$ cat config.mk
export PLATFORM = sky130hd
export DESIGN_NAME = alu_cmd_issuer
export DESIGN_NICKNAME = d
export VERILOG_FILES = /design/src/rtl/alu_cmd_issuer.sv
export SDC_FILE = /design/constraint.sdc
export NUM_CORES = 1
export LEC_CHECK = 0
export ABC_AREA = 1
export BUFFER_PORTS_ARGS = -buffer_cell sky130_fd_sc_hd__buf_2
export CELL_PAD_IN_SITES_DETAIL_PLACEMENT = 0
export CELL_PAD_IN_SITES_GLOBAL_PLACEMENT = 2
export CORE_MARGIN = 2
export CORE_UTILIZATION = 35
export DETAILED_ROUTE_END_ITERATION = 12
export GPL_TIMING_DRIVEN = 1
export PLACE_DENSITY = 0.79
export SETUP_SLACK_MARGIN = 0.05
export SLEW_MARGIN = 20
export SYNTH_ARGS = -nofsm -noshare
export SYNTH_HDL_FRONTEND = slang
export SYNTH_SLANG_ARGS = --single-unit
export TNS_END_PERCENT = 10
$ cat constraint.sdc
create_clock -name clk -period 5.95 [get_ports clk]
set_clock_uncertainty 0.05 [all_clocks]
set_input_delay 0.595 -clock clk [delete_from_list [all_inputs] [get_ports clk]]
set_output_delay 0.595 -clock clk [all_outputs]
set_load 0.1 [all_outputs]
$ cat src/rtl/alu_cmd_issuer.sv
// alu_cmd_issuer: initiator for a registered 4-bit ALU.
// Screens illegal commands, holds operands for the ALU latency, captures results
// into a first-word-fall-through response FIFO tagged with opcode and error flag.
module alu_cmd_issuer #(
  parameter int unsigned LATENCY    = 1,
  parameter int unsigned FIFO_DEPTH = 4
) (
  input  logic       clk,
  input  logic       rst,
  input  logic       cmd_valid,
  output logic       cmd_ready,
  input  logic [3:0] cmd_a,
  input  logic [3:0] cmd_b,
  input  logic [2:0] cmd_op,
  output logic [3:0] alu_a,
  output logic [3:0] alu_b,
  output logic [2:0] alu_op,
  input  logic [7:0] alu_result,
  output logic       rsp_valid,
  input  logic       rsp_ready,
  output logic [7:0] rsp_data,
  output logic [2:0] rsp_op,
  output logic       rsp_err,
  output logic       busy
);

  localparam int unsigned CNT_W   = 3;
  localparam int unsigned PTR_W   = (FIFO_DEPTH > 1) ? $clog2(FIFO_DEPTH) : 1;
  localparam int unsigned COUNT_W = PTR_W + 1;
  localparam logic [2:0]  OP_MUL  = 3'd4;
  localparam logic [2:0]  OP_DIV  = 3'd5;

  typedef enum logic [1:0] {
    ST_IDLE = 2'd0,
    ST_WAIT = 2'd1,
    ST_ERR  = 2'd2
  } state_e;

  state_e             state_q, state_d;
  logic [CNT_W-1:0]   cnt_q, cnt_d;
  logic [3:0]         alu_a_q, alu_a_d;
  logic [3:0]         alu_b_q, alu_b_d;
  logic [2:0]         alu_op_q, alu_op_d;
  logic [2:0]         err_op_q, err_op_d;

  logic               accept_c;
  logic               legal_c;
  logic               push_c;
  logic [7:0]         push_data_c;
  logic [2:0]         push_op_c;
  logic               push_err_c;
  logic               pop_c;

  logic [7:0]         mem_data [FIFO_DEPTH];
  logic [2:0]         mem_op   [FIFO_DEPTH];
  logic               mem_err  [FIFO_DEPTH];
  logic [PTR_W-1:0]   wr_ptr_q, rd_ptr_q;
  logic [COUNT_W-1:0] count_q;

  // Handshake and legality screening (divide-by-zero and opcodes 6/7 never reach the ALU)
  assign cmd_ready = (state_q == ST_IDLE) && (count_q < COUNT_W'(FIFO_DEPTH));
  assign accept_c  = cmd_valid && cmd_ready;
  assign legal_c   = (cmd_op <= OP_MUL) || ((cmd_op == OP_DIV) && (cmd_b != 4'd0));
  assign busy      = (state_q != ST_IDLE);

  // Next-state, operand hold and response push generation
  always_comb begin
    state_d     = state_q;
    cnt_d       = cnt_q;
    alu_a_d     = alu_a_q;
    alu_b_d     = alu_b_q;
    alu_op_d    = alu_op_q;
    err_op_d    = err_op_q;
    push_c      = 1'b0;
    push_data_c = 8'h00;
    push_op_c   = 3'd0;
    push_err_c  = 1'b0;
    case (state_q)
      ST_IDLE: begin
        if (accept_c) begin
          if (legal_c) begin
            alu_a_d  = cmd_a;
            alu_b_d  = cmd_b;
            alu_op_d = cmd_op;
            cnt_d    = CNT_W'(LATENCY);
            state_d  = ST_WAIT;
          end else begin
            err_op_d = cmd_op;
            state_d  = ST_ERR;
          end
        end
      end
      ST_WAIT: begin
        if (cnt_q == '0) begin
          push_c      = 1'b1;
          push_data_c = alu_result;
          push_op_c   = alu_op_q;
          state_d     = ST_IDLE;
        end else begin
          cnt_d = cnt_q - CNT_W'(1);
        end
      end
      ST_ERR: begin
        push_c     = 1'b1;
        push_op_c  = err_op_q;
        push_err_c = 1'b1;
        state_d    = ST_IDLE;
      end
      default: state_d = ST_IDLE;
    endcase
  end

  // FSM state, wait counter and registered ALU bus
  always_ff @(posedge clk) begin
    if (rst) begin
      state_q  <= ST_IDLE;
      cnt_q    <= '0;
      alu_a_q  <= '0;
      alu_b_q  <= '0;
      alu_op_q <= '0;
      err_op_q <= '0;
    end else begin
      state_q  <= state_d;
      cnt_q    <= cnt_d;
      alu_a_q  <= alu_a_d;
      alu_b_q  <= alu_b_d;
      alu_op_q <= alu_op_d;
      err_op_q <= err_op_d;
    end
  end

  assign alu_a  = alu_a_q;
  assign alu_b  = alu_b_q;
  assign alu_op = alu_op_q;

  // Response FIFO: pop of an empty FIFO is ignored; push into full cannot happen
  assign pop_c = rsp_ready && (count_q != '0);

  // FIFO storage; contents are only meaningful below count, so no reset is needed
  always_ff @(posedge clk) begin
    if (!rst && push_c) begin
      mem_data[wr_ptr_q] <= push_data_c;
      mem_op[wr_ptr_q]   <= push_op_c;
      mem_err[wr_ptr_q]  <= push_err_c;
    end
  end

  // FIFO pointers and occupancy; pointers wrap naturally at the power-of-two depth
  always_ff @(posedge clk) begin
    if (rst) begin
      wr_ptr_q <= '0;
      rd_ptr_q <= '0;
      count_q  <= '0;
    end else begin
      if (push_c) begin
        wr_ptr_q <= wr_ptr_q + PTR_W'(1);
      end
      if (pop_c) begin
        rd_ptr_q <= rd_ptr_q + PTR_W'(1);
      end
      case ({push_c, pop_c})
        2'b10:   count_q <= count_q + COUNT_W'(1);
        2'b01:   count_q <= count_q - COUNT_W'(1);
        default: count_q <= count_q;
      endcase
    end
  end

  // Head entry presented directly from storage, zeroed while empty
  assign rsp_valid = (count_q != '0);
  assign rsp_data  = rsp_valid ? mem_data[rd_ptr_q] : 8'h00;
  assign rsp_op    = rsp_valid ? mem_op[rd_ptr_q]   : 3'd0;
  assign rsp_err   = rsp_valid ? mem_err[rd_ptr_q]  : 1'b0;

endmodule
==> Word level (Yosys, flattened, before mapping) <==
Memory sizes are Yosys's and may differ from the RTL's. A register that Yosys moved wholly into a read port is not among the register bits.
Cells that the tools add are included.
W data, S select, Z words.
{ "totals": {"reg_bits": 26, "ram_bits": 48, "elab_cells": 74, "mem_count": 3, "inputBits": 23} }
{ "memory_table": {"columns": ["name", "depth", "word_bits", "read_ports", "rd_ports_with_merged_regs", "write_ports", "line_no", "source"], "rows": [
  ["mem_data", 4, 8, 1, 1, 1, "54", "logic [7:0] mem_data [FIFO_DEPTH];"],
  ["mem_op", 4, 3, 1, 1, 1, "55", "logic [2:0] mem_op [FIFO_DEPTH];"],
  ["mem_err", 4, 1, 1, 1, 1, "56", "logic mem_err [FIFO_DEPTH];"]
]} }
{ "op_classes": {"add_sub_neg": 5, "mux": 27, "eq_ne": 9, "n_reduce_logical": 18, "n_bitwise": 1, "n_lt_le_gt_ge": 2} }
{ "ops": {"columns": ["cell", "count"], "rows": [
  ["$mux W8", 3],
  ["$mux W2", 9],
  ["$pmux W3 S2", 3],
  ["$mux W3", 5],
  ["$ne A2 B2 Y1 const B", 4],
  ["$reduce_and A3 Y1", 2],
  ["$reduce_bool A2 Y1", 3],
  ["$sub A3 B1 Y3 const B", 2],
  ["$logic_and A1 B1 Y1", 5],
  ["$mux W1", 5],
  ["$add A2 B1 Y2 const B", 2],
  ["$eq A2 B1 Y1 const B", 2],
  ["$eq A2 B2 Y1 const B", 2],
  ["$pmux W2 S2", 1],
  ["$reduce_and A4 Y1", 1],
  ["$reduce_bool A4 Y1", 1],
  ["$add A3 B1 Y3 const B", 1],
  ["$eq A3 B3 Y1 const B", 1],
  ["$le A3 B3 Y1 const B", 1],
  ["$logic_not A3 Y1", 1],
  ["$lt A3 B3 Y1 const B", 1],
  ["$reduce_bool A3 Y1", 1],
  ["$logic_not A2 Y1", 1],
  ["$pmux W1 S2", 1],
  ["4 further kinds", 4]
]} }

==> Logic depth before layout (Yosys ltp) <==
Gate-level depths: netlist (run 1).
{ "depth": {"depth_word": 6, "depth_mapped": 14, "depth_no_buf": 14} }

==> Worst setup path after synthesis (run 1) <==
Ideal clock, no wire load.
{ "synth_path": {"path_kind": "reg2out", "start": "register (tool-made name)", "end": "output port rsp_data[1]", "stages_incl_launch_ff": 6, "slack_ns": 2.992, "path_buffers": 2, "arrival_time_ns": 2.313, "cell_sequence": "dfxtp_1 -> buf_2 -> inv_2 -> clkbuf_1 -> o21ai_0 -> a21oi_1"} }
{ "synth_lines": {"columns": ["item", "line_no", "source"], "rows": [
  ["end: declaration", "21", "output logic [7:0] rsp_data,"]
]} }

==> results of run 1 <==
-- stage by stage --
stage / hold slack (ns) / total power, mW / utilization (%)
3_5_place_dp: 0.4045 / 1.525 / 39.77
2_1_floorplan: 0.3856 / 1.382 / -
6_report: 0.4122 / 1.852 / 41.64
4_1_cts: 0.4150 / 1.873 / 41.59
3_3_place_gp: 0.3974 / 1.523 / 39.74
5_1_grt: 0.4274 / 1.972 / 41.64
-- layer usage --
layer	share of wire [%]	wire length [µm]	track usage [%]
met5	0	0	0
met4	0.44	30	3.385
met3	5.1	349	4.514
met2	46	3175	23.08
met1	48	3326	19.13
-- cell type report --
| class | count | area share [%] |
|---|---|---|
| flip-flops and latches | 76 | 51.78 |
| clock inverters | 5 | 0.9709 |
| repair buffers | 49 | 6.408 |
| clock buffers | 11 | 3.398 |
| well taps | 129 | 4.175 |
| inverters | 37 | 3.592 |
| multi-input cells | 223 | 29.68 |
-- sequential cells by signal, summed over array words and instances (netlist names), named ones only --
| name | cells |
|---|---|
| mem_data | 32 |
| mem_op | 12 |
| alu_a | 4 |
| alu_b | 4 |
| mem_err | 4 |
| alu_op | 3 |
| cnt_q | 3 |
| count_q | 3 |
| err_op_q | 3 |
| rd_ptr_q | 2 |
| state_q | 2 |
| wr_ptr_q | 2 |
-- logic make-up (layout without fill, tap and decap cells) --
kind of cell | count (synthesis) | after routing
AND/OR/NAND/NOR | 137 | 137
buffers and inverters | 51 | 102
flip-flops | 76 | 76
XOR/XNOR | 1 | 1
AO/OA/AOI/OAI | 74 | 74
adder cells (fa/ha/maj) | 11 | 11
-- worst max-delay path, stage by stage (launching register included) --
cell	delay [ns]
dfxtp_1	0.94
inv_2	0.38
o21ai_0	0.31
a21oi_1	0.10
buf_2	0.33
-- path summary, 6_finish.rpt --
path,from,endpoint
worst max-delay path,register,rsp_op[0]
worst min-delay path,alu_b[1],alu_b[1]
worst max register to register,cnt_q[0],mem_data[1][6]
worst min register to register,alu_b[1],alu_b[1]
-- Yosys cell counts --
cell type  count  area [µm²]
ha_1          10       125.1
or2_2          1       6.260
a21oi_1       40       200.2
dfxtp_1       28       560.5
a21oi_4        1       16.27
nor2_2         2       12.51
buf_2          5       25.02
nor2_1        75       281.5
nor3_4         1       16.27
nand2_4        1       11.26
xnor2_1        1       8.760
nor2_4         2       22.52
buf_4          2       15.01
fa_1           1       20.02
o21ai_0       32       160.2
clkbuf_1       5       18.77
inv_2          5       18.77
nand2_1       29       108.9
nand3_1       19       95.09
nand3_2        1       10.01
o21a_1         1       7.510
buf_6          2       22.52
inv_1         32       120.1
edfxtp_1      48        1441
nand2_2        6       37.54
-- power by group --
group	total [mW]	switching, mW	internal (mW)
Clock	0.345	0.192	0.153
Combinational	0.828	0.658	0.170
Sequential	0.678	0.0475	0.631
==> results.md, run 1 <==
* Via density at 4.434
* RSZ-0062 raised after global routing: no
* Area of the mapped netlist at 0.003362 mm²
* Layout Cells excl Fill at 530
* Power Dens Cells at 478.9 mW/mm²
* Fillers at 989
* Hold depth at 2
* Post-synthesis instance total at 350
* Mapped Avg Cell Area at 9.606 µm²
* Startpoint Class: register
* Setup bufs post-CTS at 0
* Final setup fails at 0
* YS warnings at 0
* Final #Nets at 430
* Pre-CTS WS at 3.190 ns
* Routed WL at 6882 µm
* Fmax achieved at 327.1 MHz
* Maximum clock path buffer count at 2
* CTS Buf Count at 9
* Final min period at 3.057 ns
* Post-DP Area at 0.003692 mm²
* Vias in the first global route at 2,296
* WL/cell at 12.98 µm
* Critical Path RT at 5.31 ns
* Initial Utilization at 36.21%
* Synth Area in Compound Gates at 11.43%
* Max Cap Viol at 0
* Period utilization at 51.38%
* Endpoints failing hold at 0
* Largest net degree at the start of global routing at 26
* Worst Hold Class: register to register
* Die X at 102.0 µm
* Clk_lat worst skew at 0.34 ns
* Peak supply drop at 0.0002798 V
* # DRC at 0
* Initial DRC count at 70
* Initial antenna violation count at 0
* Worst Path Arrival at 2.41 ns
* Die footprint at 0.01041 mm²
* Die height at 102.0 µm
* Final Slew Violations at 0
* Number of synthesized register bits at 76
* DP HPWL at 4567 µm
* Worst Reg-to-Reg Cells at 8
* Placed insts at 514
* Register area share after synthesis at 59.55%
* Mapped Nets at 384
* Count of cell types in the netlist at 25
* Worst reg2reg setup slack at 3.61 ns
* Most frequent cells in the layout: 72 x nor2_1, 48 x buf_2, 48 x edfxtp_1
* CP endpoint kind: primary output
* CTS tree: yes
* Post-route cell area at 0.003866 mm²
* Leakage power at 1.533 nW
* Kind of critical path: register to primary output
* Post-synthesis mux area share at 0%
* Worst slew pin tran at 0.9384 ns
* First drt pass iteration count at 4
* IO buf count at 48
* First-pass GRT wire length at 11,380 µm
* Multi-input logic area at 0.001147 mm²
* Largest family of logic cells by synthesized area: simple AND/OR/NAND/NOR gates
* Resized cells post-CTS at 0
* Area Growth Syn to Fin at 15.00%
* Antenna-violating nets left at 0
* Core area at 0.009284 mm²
* Post-Synth Simple-Gate Area at 17.90%
* Final worst slack at 2.893 ns
* Share of cells above drive strength 1 at 21.45%
* Slew HR at 37.35%
* Clk pin slew, worst setup/hold paths at 0.08 ns
* Top Ports at 49
* Crit Path Max Fanout at 25
* Synth Area in XOR/XNOR at 0.2605%
* RePlAce Congestion at 0.7130
* FP Rows at 35
* Remaining Overflow, GRT at 0
* Root Driver: clkbuf_8
* Vias at 2,350
* Clock sinks at 76
* CTS H-tree lvls at 3
* Overall Global Routing Usage at 14.37%
* Final TNS setup at 0 ns
* FF/Latch Area at 0.002002 mm²
* Ant. Diodes at 0
* Post-Synth Adder-Cell Area at 4.317%
* Outcome: finished clean
* Hold_buf cts at 0
* Most common cell after layout, fill and taps aside: nor2_1
Note: power is estimated with default switching activity, not from simulation.
==> run 2, diff against run 1 <==
- clock period: 5.95 -> 2.95 ns (I/O delays scaled with it)
==> run 2 against run 1 <==
Net effect: flip-flop and latch count did not move; combinational power rose by 110%; utilization rose by 1.3 points; wire length rose by 1.1%; sequential share of layout area fell by 1.6 points; die area did not move; hold slack got worse by 0.25 ns; register-to-register slack got worse by 3.0 ns; worst setup slack got worse by 2.3 ns; critical endpoint unchanged; largest cell class unchanged; critical path type unchanged; clock-buffer cell count fell by 1; cell count rose by 0.94%.
==> results.md, run 2 (synthesis gave the netlist of run 1 again) <==
* Net Sw Power at 1.797 mW
* Flop pwr share at 32.8%
* Max Cap Viol at 0
* Peak supply drop at 0.0005691 V
* WL/cell at 13.00 µm
* Initial antenna violation count at 0
* Endpoints failing hold at 0
* Most frequent cells in the layout: 75 x nor2_1, 48 x buf_2, 48 x edfxtp_1
* Clock sinks at 76
* Setup bufs post-CTS at 0
* Worst reg2reg setup slack at 0.63 ns
* Fmax achieved at 428.7 MHz
* CTS tree: yes
* Final #Nets at 435
* RSZ-0062 raised after global routing: no
* Clock share of power at 25.3%
* Final Slew Violations at 0
* Period utilization at 79.08%
* Vias at 2,428
* Kind of critical path: register to primary output
* Initial DRC count at 57
* Die X at 102.0 µm
* Critical Path RT at 2.61 ns
* Final TNS setup at 0 ns
* Clk_lat worst skew at 0.34 ns
* Maximum clock path buffer count at 2
* Net Sw Frac at 44.19%
* Largest registers: mem_data x32, mem_op x12
* CP endpoint kind: primary output
* Resized cells post-CTS at 0
* P_int at 2.270 mW
* Slew HR at 54.62%
* Remaining Overflow, GRT at 0
* Grt met2 use at 24.75%
* Worst slew pin tran at 0.6786 ns
* Vias in the first global route at 2,379
* Reg2reg end: count_q[2]
* CTS Buf Count at 9
* Final min period at 2.333 ns
* First drt pass iteration count at 4
* Share of cells above drive strength 1 at 21.92%
* Largest net degree at the start of global routing at 26
* Most common cell after layout, fill and taps aside: nor2_1
* Outcome: finished clean
* First-pass GRT wire length at 11,530 µm
* Hold_buf cts at 0
* RePlAce Congestion at 0.7480
* CTS H-tree lvls at 3
* Routed WL at 6955 µm
* FP Rows at 35
* DP HPWL at 4554 µm
* Worst Hold Class: primary input to register
* Die height at 102.0 µm
* Max reg flops at 32
* # DRC at 0
* Area Growth Syn to Fin at 18.72%
* Antenna-violating nets left at 0
* CP max-delay cell: buf_2
* Worst Hold Launch: cmd_a[0]
* Root Driver: clkbuf_8
* M3 GR Usage at 3.967%
* Clk pin slew, worst setup/hold paths at 0.08 ns
* Final setup fails at 0
* Global routing's busiest layer: met2
* Ant. Diodes at 0
* Post-route cell area at 0.003991 mm²
* Reg2Reg Launch Point: state_q[1]
* IO buf count at 48
* Die footprint at 0.01041 mm²
* Post-DP Area at 0.003727 mm²
* Routing usage on met1 at 18.31%
* Overall power at 4.067 mW
* Via density at 4.538
* Hold Path End: alu_a[0]
* Top Ports at 49
* Leakage power at 1.608 nW
* Core area at 0.009284 mm²
* Initial Utilization at 36.21%
* Gate power share at 41.9%
* Hold depth at 3
* Overall Global Routing Usage at 14.59%
* Worst Path Arrival at 1.99 ns
* CP cell instances: buf_4 -> inv_2 -> o21ai_0 -> a21oi_1 -> buf_2
* CP max stage delay at 0.46 ns
* Worst Reg-to-Reg Cells at 12
* Reg with most FFs: mem_data
* Power Dens Cells at 1019 mW/mm²
* Startpoint Class: register
* Crit Path Max Fanout at 25
[run 2: cell count changes in the layout (fill, tap and decap cells not counted)]
| cell | before | now |
|---|---|---|
| nor2_1 | 72 | 75 |
| clkinv_2 | 1 | 0 |
| clkbuf_1 | 2 | 1 |
| inv_6 | 1 | 0 |
| nor2_2 | 5 | 2 |
| buf_4 | 1 | 6 |
| clkinvlp_4 | 2 | 1 |
| bufinv_16 | 0 | 4 |
[run 2: final cells by class]
class | count | area (µm²)
Tap cell | 129 | 161.4
Sequential cell | 76 | 2002
Clock buffer | 10 | 127.6
Fill cell | 973 | 5293
Timing Repair Buffer | 54 | 285.3
Clock inverter | 6 | 136.4
Multi-Input combinational cell | 223 | 1140
Inverter | 37 | 138.9
[run 2: power groups by stage]
stage / clock network (mW) / registers, mW / logic, mW
global route: 1.10 / 1.35 / 1.87
detailed placement: 0 / 1.36 / 1.72
CTS: 1.06 / 1.33 / 1.72
finish: 1.03 / 1.33 / 1.70
global placement: 0 / 1.35 / 1.71
floorplan: 0 / 1.50 / 1.29
[run 2: worst max path at each step]
stage / endpoint / depth (start not counted) / startpoint
floorplan: rsp_data[1] / 5 / register
global placement: count_q[2] / 14 / cnt_q[0]
detailed placement: count_q[2] / 12 / state_q[1]
CTS: rsp_err / 5 / register
global route: count_q[2] / 12 / state_q[1]
finish: rsp_op[0] / 5 / register
[run 2: per-layer routing]
metal	wire, µm	share of wire, %
met1	3140	45
met2	3384	49
met3	345	5.0
met4	85	1.2
met5	0	0
[run 2: through the flow]
stage	utilization, %	worst slack [ns]	hold WS (ns)	std cells
2_1_floorplan	-	0.2919	0.3856	350
3_3_place_gp	40.15	0.6921	0.3973	519
3_5_place_dp	40.15	0.6457	0.4000	519
4_1_cts	42.99	0.5752	0.1524	535
5_1_grt	42.99	0.3391	0.1664	535
6_report	42.99	0.6172	0.1657	535
[run 2: critical path, delay by kind of cell (launching register included)]
kind                   cells  cell delay, ns
buffers and inverters      3            0.98
DFF                        1            0.30
AOI/OAI and AO/OA          2            0.36
